$ cat config.mk
export PLATFORM = sky130hd
export DESIGN_NAME = manchester_tx
export DESIGN_NICKNAME = d
export VERILOG_FILES = /design/src/rtl/manchester_tx.sv
export SDC_FILE = /design/constraint.sdc
export NUM_CORES = 1
export LEC_CHECK = 0
export CORE_ASPECT_RATIO = 1.1
export CORE_MARGIN = 2
export CORE_UTILIZATION = 40
export CTS_BUF_LIST = sky130_fd_sc_hd__clkbuf_4 sky130_fd_sc_hd__clkbuf_8
export CTS_CLUSTER_SIZE = 24
export DETAILED_ROUTE_END_ITERATION = 6
export DONT_BUFFER_PORTS = 1
export PLACE_DENSITY = 0.61
export SLEW_MARGIN = 15
export SYNTH_ARGS = -nofsm -noshare
export SYNTH_HDL_FRONTEND = slang
export SYNTH_SLANG_ARGS = --single-unit
$ cat constraint.sdc
create_clock -name clk16x -period 2.8 [get_ports clk16x]
set_input_delay 0.42 -clock clk16x [delete_from_list [all_inputs] [get_ports clk16x]]
set_output_delay 0.42 -clock clk16x [all_outputs]
set_load 0.1 [all_outputs]
$ cat src/rtl/manchester_tx.sv
// manchester_tx: FIFO-buffered Manchester serial transmitter.
// Framing: optional preamble cells, data cells, then idle gap cells.
// Ports: clk16x/rst_n clock and async active-low reset;
//   wrn/din write strobe (rising edge) and data;
//   tbre/full/level FIFO status; busy FSM active;
//   ovf dropped-write pulse; mdo/mdo_en serial line and driver enable.
module manchester_tx #(
  parameter int DATA_W     = 8,
  parameter int OVS        = 16,
  parameter int FIFO_DEPTH = 4,
  parameter int PRE_BITS   = 0,
  parameter int GAP_BITS   = 1,
  parameter int MSB_FIRST  = 1,
  parameter int POLARITY   = 0
) (
  input  logic                            clk16x,
  input  logic                            rst_n,
  input  logic                            wrn,
  input  logic [DATA_W-1:0]               din,
  output logic                            tbre,
  output logic                            full,
  output logic [$clog2(FIFO_DEPTH+1)-1:0] level,
  output logic                            busy,
  output logic                            ovf,
  output logic                            mdo,
  output logic                            mdo_en
);

  localparam int PW = $clog2(FIFO_DEPTH);
  localparam int LW = $clog2(FIFO_DEPTH+1);
  localparam int CW = $clog2(OVS);
  localparam int M1 = (PRE_BITS > DATA_W) ? PRE_BITS : DATA_W;
  localparam int BMAX = (M1 > GAP_BITS) ? M1 : GAP_BITS;
  localparam int BW = $clog2(BMAX+1);
  localparam logic POL = 1'(POLARITY);

  typedef enum logic [1:0] {
    S_IDLE, S_PRE, S_DATA, S_GAP
  } state_t;

  state_t r_state;
  state_t w_state_nxt;

  logic              r_wrn1;
  logic              r_wrn2;
  logic              r_ovf;
  logic [DATA_W-1:0] r_mem [FIFO_DEPTH];
  logic [PW-1:0]     r_wp;
  logic [PW-1:0]     r_rp;
  logic [LW-1:0]     r_level;
  logic [CW-1:0]     r_cell;
  logic [BW-1:0]     r_bit;
  logic [DATA_W-1:0] r_sh;

  logic w_wr_evt;
  logic w_push;
  logic w_pop;
  logic w_cell_end;
  logic w_half;
  logic w_last;
  logic w_bit;
  logic w_cur;
  state_t w_first;

  assign w_wr_evt = r_wrn1 & ~r_wrn2;
  // full is the pre-pop value, so a same-cycle pop never rescues a write
  assign w_push   = w_wr_evt & ~full;

  assign tbre  = (r_level == '0);
  assign full  = (r_level == LW'(FIFO_DEPTH));
  assign level = r_level;
  assign busy  = (r_state != S_IDLE);
  assign ovf   = r_ovf;

  assign w_cell_end = (r_cell == CW'(OVS-1));
  assign w_half     = (r_cell >= CW'(OVS/2));
  assign w_cur = (MSB_FIRST != 0) ? r_sh[DATA_W-1] : r_sh[0];
  assign w_first = (PRE_BITS > 0) ? S_PRE : S_DATA;

  always_ff @(posedge clk16x or negedge rst_n) begin
    if (!rst_n) begin
      r_wrn1 <= 1'b1;
      r_wrn2 <= 1'b1;
    end else begin
      r_wrn1 <= wrn;
      r_wrn2 <= r_wrn1;
    end
  end

  always_ff @(posedge clk16x) begin
    if (w_push) r_mem[r_wp] <= din;
  end

  always_ff @(posedge clk16x or negedge rst_n) begin
    if (!rst_n) begin
      r_wp    <= '0;
      r_rp    <= '0;
      r_level <= '0;
      r_ovf   <= 1'b0;
    end else begin
      if (w_push) r_wp <= r_wp + PW'(1);
      if (w_pop)  r_rp <= r_rp + PW'(1);
      r_level <= r_level + LW'(w_push) - LW'(w_pop);
      r_ovf   <= w_wr_evt & full;
    end
  end

  always_ff @(posedge clk16x or negedge rst_n) begin
    if (!rst_n) r_state <= S_IDLE;
    else        r_state <= w_state_nxt;
  end

  always_comb begin
    w_state_nxt = r_state;
    w_pop       = 1'b0;
    w_last      = 1'b0;
    w_bit       = 1'b0;
    mdo         = 1'b0;
    mdo_en      = 1'b0;
    unique case (r_state)
      S_IDLE: begin
        if (!tbre) begin
          w_pop       = 1'b1;
          w_state_nxt = w_first;
        end
      end
      S_PRE: begin
        mdo_en = 1'b1;
        // alternating preamble starting with 1
        w_bit  = ~r_bit[0];
        mdo    = w_bit ^ w_half ^ POL;
        w_last = (r_bit == BW'(PRE_BITS-1));
        if (w_cell_end && w_last) w_state_nxt = S_DATA;
      end
      S_DATA: begin
        mdo_en = 1'b1;
        w_bit  = w_cur;
        mdo    = w_bit ^ w_half ^ POL;
        w_last = (r_bit == BW'(DATA_W-1));
        if (w_cell_end && w_last) w_state_nxt = S_GAP;
      end
      S_GAP: begin
        mdo_en = 1'b1;
        w_last = (r_bit == BW'(GAP_BITS-1));
        if (w_cell_end && w_last) begin
          if (!tbre) begin
            w_pop       = 1'b1;
            w_state_nxt = w_first;
          end else begin
            w_state_nxt = S_IDLE;
          end
        end
      end
      default: w_state_nxt = S_IDLE;
    endcase
  end

  always_ff @(posedge clk16x or negedge rst_n) begin
    if (!rst_n) begin
      r_cell <= '0;
      r_bit  <= '0;
      r_sh   <= '0;
    end else if (r_state == S_IDLE) begin
      r_cell <= '0;
      r_bit  <= '0;
      if (w_pop) r_sh <= r_mem[r_rp];
    end else if (w_cell_end) begin
      r_cell <= '0;
      r_bit  <= w_last ? '0 : r_bit + BW'(1);
      if (r_state == S_DATA) begin
        if (MSB_FIRST != 0) r_sh <= r_sh << 1;
        else                r_sh <= r_sh >> 1;
      end
      if (w_pop) r_sh <= r_mem[r_rp];
    end else begin
      r_cell <= r_cell + CW'(1);
    end
  end

endmodule

==> flow_summary.ini <==
[sta]
relSlewSlack_pct = 42.0
holdWs_ps = 86.9
rsz0062_at_grt = no
setup_tns_ps = 0
worst-slew-pin-transition_ps = 871
fmax_mhz = 405
fin_crit_ps = 2470
slew_violations = 0
hold_violations = 0
setup_violations = 0
setup_slack_ps = 330
fin_crit_sh_pct = 88.2
finClkSkew_ps = 8.80

[placed_design]
io_buffers = 0
post-place-ws_ps = 310
place_area_mm2 = 0.00302
place_congestion = 0.802
hpwl_mm = 3.28
dp_cells = 286

[finish]
fin_nets = 240
layout-drive-gt1-share_pct = 27.4
most-common-layout-cells = 32 x edfxtp_1, 25 x dfrtp_1, 14 x ha_1
fin_cells = 304
layout_commonest_cell = edfxtp_1
antennaDiodeCount = 0
final_core_util_pct = 45.9
design_area_mm2 = 0.00321
area_delta_synth_final_pct = 11.8

[logic_synthesis]
yosysSeqAreaShare_pct = 57.9
synth_top_area_share_pct = 33.4
mappedNetlistArea_mm2 = 0.00287
avgSynthCellArea_um2 = 14.7
yosys.area_share.simple_pct = 8.88
ys_seq_elements = 60
synth_cell_type_count = 46
synthAdderAreaFrac_pct = 6.79
syn_inst = 196
synth-compound-area-share_pct = 6.53
synth_top_flop_cell = edfxtp_1
yosysWarnings = 0
muxShareOfSynthArea_pct = 13.1
yosys.area_share.xor_xnor_pct = 2.74
yosys.area.top_type = edfxtp_1
synth_top_family_by_area = multiplexers
async_flop_share_pct = 46.7
synth_edf_count = 32
ys_top_cells_by_area = edfxtp_1 33%, dfrtp_1 23%, mux4_2 6.3%, ha_1 6.1%, mux2_4 3.7%
synth_nets = 222

[worst_setup_path]
cp-end-kind = flop
arrival_ps = 2690
critPathKind = flop to flop
crit_fanout = 5
crit_path_start_kind = flop
worst_r2r_path_depth = 10
rr_endpoint = level[2]
worstPathCellList = inv_1, ha_1, inv_1, o211ai_4, nor2_1, xor2_1, ha_1, fa_1, xnor2_1, xnor2_1
max_stage_delay_ps = 430
cpMaxStageDelayCell = dfrtp_1
crit_required_ps = 3020
r2r-start = r_state[0]
crit_path_start = r_state[0]
rrSetupSlack_ps = 330
crit_end = level[2]

[route]
drc_errors = 0
wl_mm = 4.80
drt_iter0_drc = 71
num_vias = 1548
routedWlPerCell_um = 15.8
dr.pass1.iters = 4
viasPerCell = 5.09
final_antenna_net_count = 0

[floorplan]
die_x_um = 84.8
die_h_um = 92.9
pin_count = 20
core_area_mm2 = 0.00701
die_area_mm2 = 0.00788
initial_core_util_pct = 41.0
rows = 32

[clock_network]
clockBufferDepth = 2
clk_pin_slew_ps = 70
worstSkewPairLatency_ps = 330
htree_levels = 3
cts_root_buf = clkbuf_8
numCtsBuffers = 9
cts_tree = done
cts_resized = 0
cts_num_sinks = 60

[run_status]
status = completed

[global_routing]
overflow = 0
grtUsageTotal_pct = 14.1
grt_max_degree = 29
grt_pass1_vias = 1654
grt_pass1_wl_mm = 8.29
antenna_found_initial = 0

[power_and_ir_drop]
vdd_drop_max_mv = 0.717
p_total_mw = 2.99
power.density_mw_per_mm2 = 931
p_leak_nw = 1.27

[job]
maxCapViolCount = 0

[min_path]
hp-class = input pin to flop
## state kept, by name, summed over array words and instances (netlist names)
signal / count
r_rp: 2
r_wrn1: 1
level: 3
ovf: 1
r_mem: 32
r_sh: 8
r_cell: 4
r_bit: 4
r_wp: 2
r_wrn2: 1
r_state: 2
## critical path: cells and delay by family, from the launching register on
| family | cells | cell delay [ps] |
|---|---|---|
| AOI/OAI and AO/OA | 1 | 110 |
| xor gates and xnor gates | 3 | 400 |
| adders and majority gates | 3 | 900 |
| buffers and inverters | 2 | 230 |
| DFF | 1 | 430 |
| and+or+nand+nor | 1 | 300 |
## where the power goes
group	total, mW	switching (mW)	internal (mW)
combinational	1.07	0.680	0.386
clock	0.660	0.326	0.334
sequential	1.26	0.144	1.12
## metal layers
layer,track usage (%),up-vias,part of all wire [%],wire length (µm)
li1,-,738,-,-
met1,16.5,776,43,2090
met2,23.5,25,51,2450
met3,4.81,9,3.9,185
met4,6.35,0,1.7,82
met5,0,-,0,0
## how the worst min path moves through the flow
stage	startpoint	to	slack, ps	depth (start not counted)
2_1_floorplan	rst_n	level[0]	120	0
3_3_place_gp	rst_n	r_cell[3]	130	0
3_5_place_dp	rst_n	r_state[1]	130	0
4_1_cts	wrn	r_wrn1	70	0
5_1_grt	wrn	r_wrn1	60	0
6_report	wrn	r_wrn1	90	0
## cell usage after synthesis (all sizes together), types with 2 or more instances
| master | instances |
|---|---|
| nand2 | 10 |
| nor3 | 3 |
| xnor2 | 5 |
| mux2 | 15 |
| nor2b | 4 |
| dfrtp | 26 |
| o21ai | 9 |
| nand3 | 6 |
| ha | 14 |
| edfxtp | 32 |
| a21oi | 3 |
| dfstp | 2 |
| inv | 15 |
| buf | 7 |
| and2 | 4 |
| xor2 | 4 |
| nor2 | 7 |
| nor3b | 3 |
| and3 | 2 |
| mux4 | 8 |
## what timing repair did
action,in CTS,in global routing
buffers inserted,0,0
endpoints found under the hold margin,28,0
hold buffers,2,0
## area by class of cell
class / instances / area, µm²
Multi-Input combinational cell: 114 / 1090
Clock buffer: 11 / 139
Clock inverter: 5 / 28.8
Sequential cell: 60 / 1670
Fill cell: 635 / 3790
Tap cell: 85 / 106
Timing Repair Buffer: 14 / 120
Inverter: 15 / 60.1
## logic make-up after synthesis
group                      count (synthesis)
xor gates and xnor gates                   9
adders and majority gates                 15
muxes                                     23
and+or+nand+nor                           45
DFF                                       60
AOI/OAI and AO/OA                         22
buffers and inverters                     22
Power figures use the tool's default switching activity.
